===== src/rtl/rc4_pkg.sv =====
// -----------------------------------------------------------------------------
// rc4_pkg
// Shared types for the RC4 message datapath: message geometry, byte/message
// typedefs and the state encoding of ram_writer.
//
// Configuration macro: RAM_WRITER_VERIFY_EN
//   When defined, ram_writer gains two read-back states, and the state
//   encoding grows from 2 to 3 bits.
// -----------------------------------------------------------------------------
package rc4_pkg;

  localparam int MSG_BYTES = 32;
  localparam int BYTE_W    = 8;

  typedef logic [7:0] byte_t;
  typedef byte_t      msg_t [MSG_BYTES-1:0];

`ifdef RAM_WRITER_VERIFY_EN
  typedef enum logic [2:0] {
    RW_IDLE,
    RW_WRITE,
    RW_INC,
    RW_DONE,
    RW_VADDR,
    RW_VCHK
  } ram_writer_state_t;
`else
  typedef enum logic [1:0] {
    RW_IDLE,
    RW_WRITE,
    RW_INC,
    RW_DONE
  } ram_writer_state_t;
`endif

endpackage : rc4_pkg


===== src/rtl/ram_writer.sv =====
// -----------------------------------------------------------------------------
// ram_writer
// Copies a DEPTH-byte message array into a single-port RAM, one byte per
// location, in response to a start/done handshake from the control FSM.
// The array is snapshotted when start is accepted, so the caller may change
// data_in freely while a pass is running.
//
// Timing (defaults): start sampled at edge 0, byte n written during cycle
// 2n+1 (WRITE/INC alternate), done first high in cycle 2*DEPTH+1.
//
// Configuration macro: RAM_WRITER_VERIFY_EN
//   Defined   : after the last write every location is read back and compared
//               with the snapshot; mismatch is set on any difference and
//               stays set until reset or the next accepted start. done is
//               then first high in cycle 4*DEPTH+1.
//   Undefined : ram_q is ignored and mismatch is constant 0.
//
// Ports
//   clk      in   system clock, rising edge
//   reset    in   asynchronous active-high reset
//   start    in   pass request, accepted only in IDLE and DONE
//   data_in  in   DEPTH x DATA_W byte array to write
//   ram_q    in   RAM read data (verify build only)
//   address  out  RAM address
//   data     out  RAM write data (0 outside WRITE)
//   wren     out  RAM write enable, one cycle per byte
//   busy     out  pass in progress
//   done     out  pass complete, held until the next start
//   mismatch out  read-back error flag
// -----------------------------------------------------------------------------
module ram_writer
  import rc4_pkg::*;
#(
  parameter int DEPTH  = MSG_BYTES,
  parameter int DATA_W = BYTE_W,
  parameter int ADDR_W = 5
) (
  input  logic              clk,
  input  logic              reset,
  input  logic              start,
  input  logic [DATA_W-1:0] data_in [DEPTH-1:0],
  input  logic [DATA_W-1:0] ram_q,
  output logic [ADDR_W-1:0] address,
  output logic [DATA_W-1:0] data,
  output logic              wren,
  output logic              busy,
  output logic              done,
  output logic              mismatch
);

  // One extra index bit so the counter can never wrap inside a pass.
  localparam logic [ADDR_W:0] LAST_IDX = (ADDR_W+1)'(DEPTH - 1);

  ram_writer_state_t state_q, state_d;
  logic [ADDR_W:0]   idx_q, idx_d;
  logic              load;
  logic [DATA_W-1:0] buf_q [DEPTH-1:0];

`ifdef RAM_WRITER_VERIFY_EN
  logic mis_q, mis_d;
`else
  // ram_q is part of the fixed port list but has no reader in this build.
  logic unused_ram_q;
  assign unused_ram_q = ^ram_q;
`endif

  // ---------------------------------------------------------------------------
  // Next-state logic
  // ---------------------------------------------------------------------------
  always_comb begin
    state_d = state_q;
    idx_d   = idx_q;
    load    = 1'b0;
`ifdef RAM_WRITER_VERIFY_EN
    mis_d   = mis_q;
`endif
    unique case (state_q)
      RW_IDLE, RW_DONE: begin
        if (start) begin
          load    = 1'b1;
          idx_d   = '0;
          state_d = RW_WRITE;
`ifdef RAM_WRITER_VERIFY_EN
          mis_d   = 1'b0;
`endif
        end
      end
      RW_WRITE: begin
        state_d = RW_INC;
      end
      RW_INC: begin
        if (idx_q == LAST_IDX) begin
`ifdef RAM_WRITER_VERIFY_EN
          idx_d   = '0;
          state_d = RW_VADDR;
`else
          state_d = RW_DONE;
`endif
        end else begin
          idx_d   = idx_q + 1'b1;
          state_d = RW_WRITE;
        end
      end
`ifdef RAM_WRITER_VERIFY_EN
      // Address is presented here; the RAM returns it one cycle later.
      RW_VADDR: begin
        state_d = RW_VCHK;
      end
      RW_VCHK: begin
        if (ram_q != buf_q[idx_q[ADDR_W-1:0]]) begin
          mis_d = 1'b1;
        end
        if (idx_q == LAST_IDX) begin
          state_d = RW_DONE;
        end else begin
          idx_d   = idx_q + 1'b1;
          state_d = RW_VADDR;
        end
      end
`endif
      default: begin
        state_d = RW_IDLE;
      end
    endcase
  end

  // ---------------------------------------------------------------------------
  // Control registers
  // ---------------------------------------------------------------------------
  always_ff @(posedge clk or posedge reset) begin
    if (reset) begin
      state_q <= RW_IDLE;
      idx_q   <= '0;
    end else begin
      state_q <= state_d;
      idx_q   <= idx_d;
    end
  end

`ifdef RAM_WRITER_VERIFY_EN
  always_ff @(posedge clk or posedge reset) begin
    if (reset) begin
      mis_q <= 1'b0;
    end else begin
      mis_q <= mis_d;
    end
  end
`endif

  // Message snapshot: pure data, no reset needed.
  always_ff @(posedge clk) begin
    if (load) begin
      buf_q <= data_in;
    end
  end

  // ---------------------------------------------------------------------------
  // Outputs decoded from registered state only
  // ---------------------------------------------------------------------------
  assign address = idx_q[ADDR_W-1:0];
  assign wren    = (state_q == RW_WRITE);
  assign data    = (state_q == RW_WRITE) ? buf_q[idx_q[ADDR_W-1:0]] : '0;
  assign done    = (state_q == RW_DONE);
  assign busy    = (state_q != RW_IDLE) && (state_q != RW_DONE);

`ifdef RAM_WRITER_VERIFY_EN
  assign mismatch = mis_q;
`else
  assign mismatch = 1'b0;
`endif

endmodule : ram_writer


===== config.mk =====
export PLATFORM = sky130hd
export DESIGN_NAME = ram_writer
export DESIGN_NICKNAME = d
export VERILOG_FILES = /design/src/rtl/rc4_pkg.sv /design/src/rtl/ram_writer.sv
export SDC_FILE = /design/constraint.sdc
export NUM_CORES = 1
export LEC_CHECK = 0
export CAP_MARGIN = 20
export CORE_AREA = 2 2 159 161
export CTS_CLUSTER_SIZE = 24
export DETAILED_ROUTE_END_ITERATION = 10
export DIE_AREA = 0 0 161 163
export GPL_TIMING_DRIVEN = 0
export PLACE_DENSITY = 0.74
export SETUP_SLACK_MARGIN = 0.1
export SLEW_MARGIN = 10
export SYNTH_ARGS = -nofsm -noshare
export SYNTH_HDL_FRONTEND = slang
export SYNTH_SLANG_ARGS = --single-unit

===== constraint.sdc =====
create_clock -name clk -period 7 [get_ports clk]
set_input_delay 1.4 -clock clk [delete_from_list [all_inputs] [get_ports clk]]
set_output_delay 1.4 -clock clk [all_outputs]
set_load 0.05 [all_outputs]

==> results.yml <==
placement:
  io_buffers: 274
  place_area_sq_mm: 0.0136
  dpl.hpwl_microns: 18000
  gp_congestion: 0.778
flow_run:
  maxCapViolCount: 0
min_path:
  hp-class: "reg2reg"
  hold_path_depth: 1
synth:
  synth_fp_nets: 747
  synth_area_sq_mm: 0.0103
  yosysWarnings: 0
  synth_area_per_cell_sq_um: 21.8
  syn_inst: 475
  synth_top_area_share: 0.744
  synthDistinctLibCells: 38
  synth_area_leaders: "edfxtp_1, mux4_2, dfrtp_1"
  ys_ff_latch: 264
  synth.yosys.seq_area_share: 0.763
  synth_area_leader_cell: "edfxtp_1"
power:
  power_density_mw_per_mm2: 229
  leakage_nw: 4.63
  total_power_mw: 3.33
  peakVddDrop_mv: 0.151
route:
  firstDrtPassIters: 4
  wirelength_microns: 24700
  ant_nets: 0
  via_count: 5722
  drc_errors: 0
  wl_per_cell_microns: 21.8
  drt_first_iter_violations: 401
  vias_per_cell: 5.04
floorplan:
  ios: 284
  dieHeight_microns: 163
  row_count: 58
  coreArea_sq_mm: 0.0247
  die_area_sq_mm: 0.0262
  start_util: 0.419
  die_x_microns: 161
sta:
  period_needed_ns: 4.84
  tightest_slew_ns: 0.625
  setup-tns-final_ns: 0
  fmax_ghz: 0.207
  slew_headroom: 0.584
  finalCritPeriodShare: 0.692
  slew_viol_final: 0
  setup_viol: 0
  whs_ns: 0.628
  fin_skew_ns: 0.0143
  grt_setup_unrepaired: "false"
  hold_viol: 0
worst_setup_path:
  arrival_ns: 3.44
  cp-start-kind: "register"
  required_ns: 5.60
  worst_setup_path_end_kind: "output port"
  r2r_cells: 5
  crit_fanout: 10
  worstSetupPathType: "reg2out"
global_route:
  grt-ovfl-total: 0
  grt_antenna_before_repair: 1
  grt_util_all_layers: 0.185
  grt_max_degree: 69
  grt_pass1_vias: 6238
  grt_pass1_wl_microns: 36200
cts:
  cts_tree: "yes"
  clockRootBuffer: "clkbuf_16"
  clk_pin_slew_worst_paths_ns: 0.06
  ctsResizeCount: 0
  clock_latency_ns: 0.53
  clock-sinks: 264
  cts_buffers: 28
  cts_hold_buf: 0
  postCtsSetupRepairBufs: 0
  clock_path_buffers: 3
  ctsHtreeMaxLevel: 1
outcome:
  outcome: "finished, final reports clean"
layout:
  finalNetCount: 1055
  fill_cells: 1844
  final_area_sq_mm: 0.0145
  drive_gt1_frac: 0.165
  diodes: 0
  utilization: 0.588
  synthToLayoutAreaGrowth_pct: 40.4
per-stage QoR:
step | instances | setup WS, ns
6_report | 1135 | 2.16
5_1_grt | 1135 | 1.99
4_1_cts | 1135 | 2.13
3_5_place_dp | 1083 | 2.71
3_3_place_gp | 1079 | 0.346
2_1_floorplan | 475 | 2.00
cells in the mapped netlist:
master / number
edfxtp_1: 256
mux4_2: 64
o21ai_0: 17
nor3b_1: 9
buf_4: 8
dfrtp_1: 8
o22a_1: 8
o22ai_1: 8
a211oi_1: 7
buf_2: 7
clkbuf_1: 7
nor2b_1: 7
nor4_1: 7
o2bb2ai_1: 7
nand2b_1: 6
buf_6: 5
ha_1: 5
inv_1: 5
nand2_1: 5
and2_1: 3
nand3_1: 3
nor2_1: 3
buf_1: 2
buf_12: 2
o31ai_1: 2
or2_2: 2
a21oi_1: 1
a22o_1: 1
conb_1: 1
mux2_2: 1
nand3b_1: 1
nor3_1: 1
nor4b_1: 1
o311ai_0: 1
o31a_1: 1
o31ai_2: 1
or3_1: 1
or3b_1: 1
registers in the layout (all words and copies together) (netlist names):
register	flops
buf_q	256
idx_q	6
state_q	2
routing by layer:
| metal | GRT usage | wire (microns) | vias to the layer above | part of all wire |
|---|---|---|---|---|
| li1 | - | - | 2612 | - |
| met1 | 0.240 | 9970 | 2825 | 0.40 |
| met2 | 0.314 | 12200 | 242 | 0.49 |
| met4 | 0.0584 | 680 | 0 | 0.028 |
| met5 | 0 | 0 | - | 0 |
| met3 | 0.0402 | 1840 | 43 | 0.074 |
worst max-delay path, stage by stage (launching register included):
cell and delay (ns):
dfrtp_1 0.54, buf_4 0.27, buf_2 0.31, mux4_2 0.37, a211oi_1 0.54, nor4_1 0.11
clkdlybuf4s50_1 0.75
cell families (layout without fill, tap and decap cells):
family                   after synthesis  in the layout  synth area share
AO/OA/AOI/OAI                         54             54            0.0366
buffers and inverters                 36            366            0.0236
flip-flops                           264            264             0.763
AND/OR/NAND/NOR                       50             50            0.0295
other                                  1              1          0.000363
adder cells (fa/ha/maj)                5              5           0.00605
multiplexers                          65             65             0.141
final cells by class:
| class | count | area [sq um] | area share |
|---|---|---|---|
| Buffer | 31 | 225 | 0.0155 |
| Clock buffer | 34 | 744 | 0.0513 |
| Clock inverter | 18 | 164 | 0.0113 |
| Inverter | 5 | 18.8 | 0.00129 |
| Multi-Input combinational cell | 175 | 2200 | 0.152 |
| Sequential cell | 264 | 7890 | 0.544 |
| Tap cell | 330 | 413 | 0.0285 |
| Timing Repair Buffer | 278 | 2850 | 0.197 |
path summary, 6_finish.rpt:
| check | from | to | slack [ns] |
|---|---|---|---|
| worst max-delay path | idx_q[2] | data[0] | 2.16 |
| worst min-delay path | idx_q[5] | idx_q[5] | 0.63 |
| worst max register to register | state_q[0] | buf_q[183] | 4.61 |
| worst min register to register | idx_q[5] | idx_q[5] | 0.63 |
| max in group asynchronous | reset | idx_q[5] | 5.62 |
| min in group asynchronous | reset | idx_q[3] | 1.13 |
layout by cell type, fill, tap and decap left out, types with 3 or more instances in the layout:
cell,synthesis,final
a211oi_1,7,7
buf_16,0,4
buf_2,7,7
buf_4,8,8
buf_6,5,5
bufinv_16,0,3
clkbuf_1,7,12
clkbuf_16,0,29
clkdlybuf4s50_1,0,274
clkinv_1,0,9
clkinvlp_4,0,4
dfrtp_1,8,8
edfxtp_1,256,256
ha_1,5,5
inv_1,5,5
mux4_2,64,64
nand2_1,5,5
nand2b_1,6,6
nand3_1,3,3
nor2_1,3,3
nor2b_1,7,7
nor3b_1,9,9
nor4_1,7,7
o21ai_0,17,17
o22a_1,8,8
o22ai_1,8,8
o2bb2ai_1,7,7
report_power, final:
group | total, mW | switching (mW) | internal (mW)
combinational | 0.149 | 0.0246 | 0.125
clock | 1.45 | 0.585 | 0.863
sequential | 1.73 | 0 | 1.73
No activity file was read; power rests on OpenSTA's default activity.
